$ cat src/rtl/imem_loader.sv
// imem_loader: streams a RISC-V instruction image into instruction memory
// and keeps the datapath in reset until the image has fully committed.
module imem_loader #(
  parameter int unsigned ADDR_WIDTH  = 8,
  parameter int unsigned DATA_WIDTH  = 32,
  parameter int unsigned MAX_WORDS   = 256,
  parameter int unsigned HOLD_CYCLES = 2
) (
  input  logic                  clock,
  input  logic                  reset,
  input  logic                  start,
  input  logic                  in_valid,
  input  logic [DATA_WIDTH-1:0] in_data,
  input  logic                  in_last,
  output logic                  in_ready,
  output logic                  mem_we,
  output logic [ADDR_WIDTH-1:0] mem_addr,
  output logic [DATA_WIDTH-1:0] mem_wdata,
  output logic                  core_reset,
  output logic                  done,
  output logic                  error,
  output logic [ADDR_WIDTH:0]   word_count
);

  localparam int unsigned CNT_W  = ADDR_WIDTH + 1;
  localparam int unsigned HOLD_W = (HOLD_CYCLES < 1) ? 1 : $clog2(HOLD_CYCLES + 1);

  localparam logic [CNT_W-1:0]  MAX_CNT   = CNT_W'(MAX_WORDS);
  localparam logic [HOLD_W-1:0] HOLD_INIT = HOLD_W'(HOLD_CYCLES);

  typedef enum logic [2:0] {
    S_IDLE  = 3'd0,
    S_LOAD  = 3'd1,
    S_HOLD  = 3'd2,
    S_RUN   = 3'd3,
    S_ERROR = 3'd4
  } state_t;

  state_t                state_q, state_d;
  logic [CNT_W-1:0]      wc_q, wc_d;
  logic [HOLD_W-1:0]     hold_q, hold_d;
  logic                  we_q, we_d;
  logic [ADDR_WIDTH-1:0] addr_q, addr_d;
  logic [DATA_WIDTH-1:0] wdata_q, wdata_d;
  logic                  core_reset_q, core_reset_d;
  logic                  done_q, done_d;
  logic                  error_q, error_d;
  logic                  xfer_c;

  // A word is accepted only while loading.
  assign in_ready = (state_q == S_LOAD);
  assign xfer_c   = in_valid && in_ready;

  // Next-state, write-strobe and status decode.
  always_comb begin
    state_d = state_q;
    wc_d    = wc_q;
    hold_d  = hold_q;
    we_d    = 1'b0;
    addr_d  = addr_q;
    wdata_d = wdata_q;

    case (state_q)
      S_IDLE: begin
        if (start) begin
          state_d = S_LOAD;
          wc_d    = '0;
        end
      end

      S_LOAD: begin
        if (xfer_c) begin
          if (wc_q < MAX_CNT) begin
            we_d    = 1'b1;
            addr_d  = wc_q[ADDR_WIDTH-1:0];
            wdata_d = in_data;
            wc_d    = wc_q + CNT_W'(1);
            if (in_last) begin
              state_d = S_HOLD;
              hold_d  = HOLD_INIT;
            end
          end else begin
            // Image larger than memory: drop the word, in_last is irrelevant.
            state_d = S_ERROR;
          end
        end
      end

      S_HOLD: begin
        // Counter expires one cycle after reaching zero so the last write
        // has landed before the core leaves reset.
        if (hold_q == '0) begin
          state_d = S_RUN;
        end else begin
          hold_d = hold_q - HOLD_W'(1);
        end
      end

      S_RUN, S_ERROR: begin
        if (start) begin
          state_d = S_LOAD;
          wc_d    = '0;
        end
      end

      default: begin
        state_d = S_IDLE;
      end
    endcase

    core_reset_d = (state_d != S_RUN);
    done_d       = (state_d == S_RUN);
    error_d      = (state_d == S_ERROR);
  end

  // State and registered outputs; synchronous active-low clear.
  always_ff @(posedge clock) begin
    if (!reset) begin
      state_q      <= S_IDLE;
      wc_q         <= '0;
      hold_q       <= '0;
      we_q         <= 1'b0;
      addr_q       <= '0;
      wdata_q      <= '0;
      core_reset_q <= 1'b1;
      done_q       <= 1'b0;
      error_q      <= 1'b0;
    end else begin
      state_q      <= state_d;
      wc_q         <= wc_d;
      hold_q       <= hold_d;
      we_q         <= we_d;
      addr_q       <= addr_d;
      wdata_q      <= wdata_d;
      core_reset_q <= core_reset_d;
      done_q       <= done_d;
      error_q      <= error_d;
    end
  end

  assign mem_we     = we_q;
  assign mem_addr   = addr_q;
  assign mem_wdata  = wdata_q;
  assign core_reset = core_reset_q;
  assign done       = done_q;
  assign error      = error_q;
  assign word_count = wc_q;

endmodule

$ cat config.mk
export PLATFORM = sky130hd
export DESIGN_NAME = imem_loader
export DESIGN_NICKNAME = d
export VERILOG_FILES = /design/src/rtl/imem_loader.sv
export SDC_FILE = /design/constraint.sdc
export NUM_CORES = 1
export LEC_CHECK = 0
export BUFFER_PORTS_ARGS = -buffer_cell sky130_fd_sc_hd__buf_2
export CORE_MARGIN = 2
export CORE_UTILIZATION = 31
export CTS_CLUSTER_DIAMETER = 200
export DETAILED_ROUTE_END_ITERATION = 6
export GPL_TIMING_DRIVEN = 0
export PLACE_DENSITY_LB_ADDON = 0.3
export SKIP_LAST_GASP = 1
export SYNTH_ARGS = -nofsm -noshare
export SYNTH_HDL_FRONTEND = slang
export SYNTH_SLANG_ARGS = --single-unit
$ cat constraint.sdc
create_clock -name clock -period 2.2 [get_ports clock]
set_clock_uncertainty 0.05 [all_clocks]
set_input_delay 0.33 -clock clock [delete_from_list [all_inputs] [get_ports clock]]
set_output_delay 0.33 -clock clock [all_outputs]
set_load 0.005 [all_outputs]
==> summary.md, run 1 <==
| Metric | Value |
|---|---|
| Status | `completed` |
| CP Data Required Time | `2.36 ns` |
| Clock Sinks | `58` |
| NetSw | `0.560 mW` |
| Initial DRC Count | `48` |
| Clock Path Buffers | `2` |
| FF-to-FF End | `mem_wdata[31]` |
| Die width | `89.7 um` |
| Antenna diode count | `0` |
| GRT Total Usage | `14.0%` |
| Fmax | `0.520 GHz` |
| Post-CTS Setup Repair Bufs | `0` |
| Fin crit share | `87.4%` |
| Area Overhead vs Synth | `36.4%` |
| Clock group share of total power | `48.2%` |
| Syn. warnings | `0` |
| Clk Latency, worst-skew pair | `0.33 ns` |
| Vias in the first global route | `1867` |
| P_int | `1.99 mW` |
| Setup violators final | `0` |
| Row cnt | `31` |
| Starting Density | `31.7%` |
| Tmin final | `1.92 ns` |
| Fin cells | `470` |
| RSZ-0062 raised after global routing | `false` |
| Hold path depth | `3` |
| Via density | `4.58` |
| Root Buffer | `clkbuf_8` |
| Max Cap Viol | `0` |
| Crit path kind | `reg2reg` |
| Residual DRC count | `0` |
| Drt first pass iters | `4` |
| Worst Slack Setup Final | `0.277 ns` |
| Pre-CTS setup slack | `0.201 ns` |
| Combinational Power Share | `8.6%` |
| Antenna viol nets, final | `0` |
| Sw Share | `21.9%` |
| Slew HR | `69.6%` |
| Fin. Hold Viols | `0` |
| Initial antenna violation count | `0` |
| RePlAce Congestion | `0.805` |
| Worst Hold End | `mem_wdata[4]` |
| Register area share after synthesis | `51.0%` |
| Cts bufs inserted | `9` |
| Largest net degree at the start of global routing | `11` |
| Core area | `7180 sq um` |
| Share of cells above drive strength 1 | `29.6%` |
| Port buffer count | `89` |
| Grt ovf | `0` |
| Final HPWL DP | `4100 um` |
| Post-detailed-route wirelength per cell | `12.0 um` |
| WL final | `5620 um` |
| HP Class | `in2reg` |
| Worst hold start | `in_data[4]` |
| Slew Viols, Final | `0` |
| Reg2Reg Setup Slack | `0.28 ns` |
| I/O pin count | `91` |
| Cells after Synth | `266` |
| Max FO, Critical Path | `10` |
| # nets final | `405` |
| Post-cts hold buffer count | `0` |
| Most common cell after layout, fill and taps aside | `buf_2` |
| Cell count after placement | `454` |
| DIE AREA | `8040 sq um` |
| Die Ht | `89.7 um` |
| Critical path launch point type | `flip-flop` |
| Net count after synthesis | `305` |
| Post-cts resize count | `0` |
| CP Capture Type | `flip-flop` |
| Worst VDD drop | `0.331 mV` |
| Worst EP arrival | `2.08 ns` |
| Global-route wire length before repair | `8670 um` |
| R2r startpoint | `state_q[0]` |
| Avg Synthesized Cell Area | `8.55 sq um` |
| Number of distinct library cells after synthesis | `32` |
| Final TNS setup | `0 ns` |
| CTS tree | `done` |
| R2R cell count | `6` |
| Worst slew pin tran | `0.456 ns` |
| Reg power frac | `43.2%` |
| Cell Area, Synth | `2270 sq um` |
| Commonest non-fill, non-tap cells in the layout | `90 x buf_2, 87 x nand2_1, 58 x dfxtp_1` |
| DR vias | `2151` |
| Pwr per Cell Area | `823 nW/um^2` |
| Htree depth | `3` |
| Static Leak | `1.32 nW` |
| WHS | `0.197 ns` |
| Seq cells post-synth | `58` |
| Clock slew at reported path FFs | `0.06 ns` |
[stage by stage]
stage | power (mW) | cell area (sq um) | utilization [%]
detailed placement | 1.35 | 2840 | 39.6
floorplan | 1.25 | 2270 | -
CTS | 2.59 | 3100 | 43.1
global placement | 1.35 | 2840 | 39.6
finish | 2.55 | 3100 | 43.2
global route | 2.68 | 3100 | 43.2
[flip-flops by register name, indices dropped and copies added (netlist names)]
name and count:
state_q 3, word_count 9, core_reset 1, error 1, mem_wdata 32, mem_we 1
mem_addr 8, done 1, hold_q 2
[routing by layer]
layer,GRT usage (%),part of all wire (%)
met2,22.3,46
met5,0,0
met4,8.01,2.6
met3,3.02,4.9
met1,17.5,46
[worst max-delay path by stage]
stage	start	end	slack, ns	depth (start not counted)
5_1_grt	state_q[0]	mem_wdata[26]	0.02	6
6_report	state_q[0]	mem_wdata[31]	0.28	6
4_1_cts	state_q[0]	mem_wdata[20]	0.19	6
3_5_place_dp	state_q[0]	mem_wdata[26]	0.20	6
2_1_floorplan	state_q[1]	word_count[7]	0.51	5
3_3_place_gp	state_q[0]	mem_addr[0]	0.20	6
[area by class of cell]
cell class / instances / area, sq um
Fill cell: 775 / 4070
Sequential cell: 58 / 1160
Multi-Input combinational cell: 188 / 1040
Timing Repair Buffer: 89 / 445
Clock buffer: 11 / 151
Tap cell: 99 / 124
Clock inverter: 5 / 100
Buffer: 16 / 68.8
Inverter: 4 / 15.0
[Yosys cell counts, drive strengths merged]
cell type / n / area, sq um
a21boi: 39 / 293
a21oi: 8 / 40.0
a22oi: 1 / 7.51
and2: 3 / 18.8
and3: 5 / 31.3
and4: 1 / 8.76
buf: 2 / 16.3
clkbuf: 14 / 52.6
dfxtp: 58 / 1160
ha: 2 / 25.0
inv: 4 / 15.0
mux2i: 1 / 10.0
nand2: 87 / 327
nand2b: 2 / 12.5
nand3: 2 / 10.0
nand4b: 2 / 17.5
nand4bb: 1 / 11.3
nor2: 5 / 18.8
nor2b: 1 / 6.26
nor3: 3 / 15.0
nor3b: 2 / 15.0
nor4: 1 / 6.26
nor4bb: 1 / 10.0
o211a: 1 / 10.0
o21a: 3 / 22.5
o21ai: 6 / 30.0
o311a: 1 / 10.0
o31ai: 3 / 22.5
or3: 4 / 25.0
or3b: 1 / 11.3
or4: 2 / 15.0
[power groups by stage]
stage          logic, mW  clock network (mW)  registers (mW)
6_report           0.219                1.23            1.10
5_1_grt            0.250                1.32            1.11
4_1_cts            0.223                1.27            1.10
3_5_place_dp       0.222                   0            1.13
3_3_place_gp       0.221                   0            1.13
2_1_floorplan      0.117                   0            1.13
[worst max-delay path, stage by stage (launching register included)]
cell      delay, ns
dfxtp_1        0.35
clkbuf_1       0.30
nor4bb_2       0.40
nand2_1        0.21
clkbuf_1       0.28
nand2_1        0.13
a21boi_0       0.08
[cell families after synthesis]
family                     count (synthesis)  share of synthesized area, %
and+or+nand+nor                          123                          24.6
AOI/OAI and AO/OA                         62                          19.1
DFF                                       58                          51.0
buffers and inverters                     20                          3.68
adders and majority gates                  2                          1.10
muxes                                      1                         0.440
(Power assumes the default switching activity.)
==> inputs of run 2 (changes only) <==
--- a/config.mk
+++ b/config.mk
@@ -7,11 +7,11 @@
 export LEC_CHECK = 0
 export BUFFER_PORTS_ARGS = -buffer_cell sky130_fd_sc_hd__buf_2
 export CORE_MARGIN = 2
-export CORE_UTILIZATION = 31
+export CORE_UTILIZATION = 46
 export CTS_CLUSTER_DIAMETER = 200
 export DETAILED_ROUTE_END_ITERATION = 6
 export GPL_TIMING_DRIVEN = 0
-export PLACE_DENSITY_LB_ADDON = 0.3
+export PLACE_DENSITY = 0.8
 export SKIP_LAST_GASP = 1
 export SYNTH_ARGS = -nofsm -noshare
 export SYNTH_HDL_FRONTEND = slang
==> run 2 against run 1 <==
- clock power is 6% lower
- register-to-register slack hardly changed
- worst hold slack better by 0.0049 ns
- sequential share of layout area is 0.80 points higher
- fmax is 0.46% lower
- utilization is 21 points higher
- die area is 31% lower
- global-route usage is 6.2 points higher
- sequential cell count stayed put
- wire length is 5.0% lower
- critical path type unchanged
==> summary.md, run 2 (synthesized netlist as in run 1, its figures left out) <==
| Metric | Value |
|---|---|
| Antenna diode count | `0 (unchanged)` |
| Fin crit share | `87.8% (+0.40 points)` |
| Initial DRC Count | `121 (+150%)` |
| DIE AREA | `5520 sq um (-31%)` |
| Vias in the first global route | `1902 (+1.9%)` |
| Reg2Reg Setup Slack | `0.27 ns (about the same)` |
| Worst slew pin tran | `0.437 ns (-0.0196 ns)` |
| CP endpoint | `mem_addr[2]` |
| Tmin final | `1.93 ns (+0.00888 ns)` |
| Starting Density | `47.8% (+16 points)` |
| Post-detailed-route wirelength per cell | `12.2 um (+1.9%)` |
| Root Buffer | `clkbuf_8` |
| Pwr per Cell Area | `815 nW/um^2 (-0.98%)` |
| Post-cts hold buffer count | `0 (unchanged)` |
| Die Ht | `74.3 um (-17%)` |
| CP Capture Type | `flip-flop` |
| R2R cell count | `6 (unchanged)` |
| Drt first pass iters | `4 (unchanged)` |
| Htree depth | `3 (unchanged)` |
| Max FFs per register | `32 (unchanged)` |
| Clock Path Buffers | `2 (unchanged)` |
| Max FO, Critical Path | `10 (unchanged)` |
| Worst EP arrival | `2.08 ns (about the same)` |
| Pre-CTS setup slack | `0.278 ns (+0.0771 ns)` |
| Crit path from | `state_q[0]` |
| Static Leak | `1.31 nW (-0.77%)` |
| Worst Slack Setup Final | `0.268 ns (-0.00888 ns)` |
| Multi-input logic area | `1030 sq um (-0.60%)` |
| Post-cts resize count | `0 (unchanged)` |
| Slew HR | `70.9% (+1.3 points)` |
| Clock slew at reported path FFs | `0.07 ns (about the same)` |
| Critical path launch point type | `flip-flop` |
| Cts bufs inserted | `9 (unchanged)` |
| Seq. cell area | `1160 sq um (unchanged)` |
| Initial antenna violation count | `0 (unchanged)` |
| Fin. Hold Viols | `0 (unchanged)` |
| GRT Total Usage | `20.2% (+6.2 points)` |
| Antenna viol nets, final | `0 (unchanged)` |
| FF-to-FF End | `mem_addr[2]` |
| # nets final | `405 (unchanged)` |
| Global-route wire length before repair | `8560 um (-1.3%)` |
| Setup violators final | `0 (unchanged)` |
| Clk Latency, worst-skew pair | `0.32 ns (about the same)` |
| Post-CTS Setup Repair Bufs | `0 (unchanged)` |
| CTS tree | `done` |
| Max Cap Viol | `0 (unchanged)` |
| Slew Viols, Final | `0 (unchanged)` |
| Largest net degree at the start of global routing | `11 (unchanged)` |
| Share of cells above drive strength 1 | `29.1% (-0.54 points)` |
| Most common cell after layout, fill and taps aside | `buf_2` |
| RePlAce Congestion | `0.805 (about the same)` |
| Worst VDD drop | `0.603 mV (+82%)` |
| Final HPWL DP | `3860 um (-5.7%)` |
| Post-Route Utilization | `63.9% (+21 points)` |
| Core area | `4750 sq um (-34%)` |
| HP Class | `in2reg` |
| Status | `completed` |
| Via density | `4.84 (+5.8%)` |
| Clock Sinks | `58 (unchanged)` |
| Commonest non-fill, non-tap cells in the layout | `90 x buf_2, 87 x nand2_1, 58 x dfxtp_1` |
| Die width | `74.3 um (-17%)` |
| Residual DRC count | `0 (unchanged)` |
| CP Data Required Time | `2.35 ns (about the same)` |
| Crit path kind | `reg2reg` |
| RSZ-0062 raised after global routing | `false` |
| I/O pin count | `91 (unchanged)` |
| Row cnt | `25 (-19%)` |
| R2r startpoint | `state_q[0]` |
| Fmax | `0.518 GHz (-0.46%)` |
| Area Overhead vs Synth | `33.5%` |
| WL final | `5340 um (-5.0%)` |
| Grt ovf | `0 (unchanged)` |
| Final TNS setup | `0 ns (unchanged)` |
| DR vias | `2121 (-1.4%)` |
| Port buffer count | `89 (unchanged)` |
| Fillers | `451 (-42%)` |
## run 2: metrics by stage
stage	cell area, sq um	std cells	hold WS (ns)	power [mW]
after floorplan	2270	266	0.410	1.25
after global placement	2800	422	0.397	1.34
after detailed placement	2800	422	0.405	1.34
after CTS	3040	438	0.190	2.50
after global routing	3040	438	0.208	2.58
final	3040	438	0.202	2.48
## run 2: worst max-delay path: stages (launching register included)
cell	delay, ns
dfxtp_1	0.35
clkbuf_1	0.33
nor4bb_1	0.38
nand2_1	0.21
clkbuf_1	0.27
nand2_1	0.12
a21boi_0	0.10
## run 2: per-layer routing
| layer | up-vias | track usage (%) | routed length [um] |
|---|---|---|---|
| li1 | 1092 | - | - |
| met1 | 963 | 25.5 | 2400 |
| met2 | 60 | 32.6 | 2600 |
| met3 | 6 | 4.74 | 262 |
| met4 | 0 | 10.1 | 84 |
| met5 | - | 0 | 0 |
## run 2: final cells by class
type | count | share of cell area (%)
sequential | 58 | 38.2
multi-input combinational | 188 | 33.9
timing repair buffer | 89 | 14.7
clock buffer | 10 | 4.20
clock inverter | 6 | 3.46
tap | 67 | 2.76
buffer | 16 | 2.27
inverter | 4 | 0.494
## run 2: how the worst min path moves through the flow
| stage | start | to | slack [ns] | cells after the start |
|---|---|---|---|---|
| CTS | in_data[12] | mem_wdata[12] | 0.19 | 3 |
| floorplan | mem_addr[7] | mem_addr[7] | 0.41 | 2 |
| finish | in_data[7] | mem_wdata[7] | 0.20 | 3 |
| global route | in_data[5] | mem_wdata[5] | 0.21 | 3 |
| global placement | mem_wdata[25] | mem_wdata[25] | 0.40 | 2 |
| detailed placement | mem_wdata[7] | mem_wdata[7] | 0.40 | 2 |
## run 2: report_power, final
part,internal [mW],switching [mW],total [mW]
combinational,0.0967,0.120,0.216
sequential,1.09,0.0183,1.10
clock,0.747,0.408,1.16
total,1.93,0.546,2.48
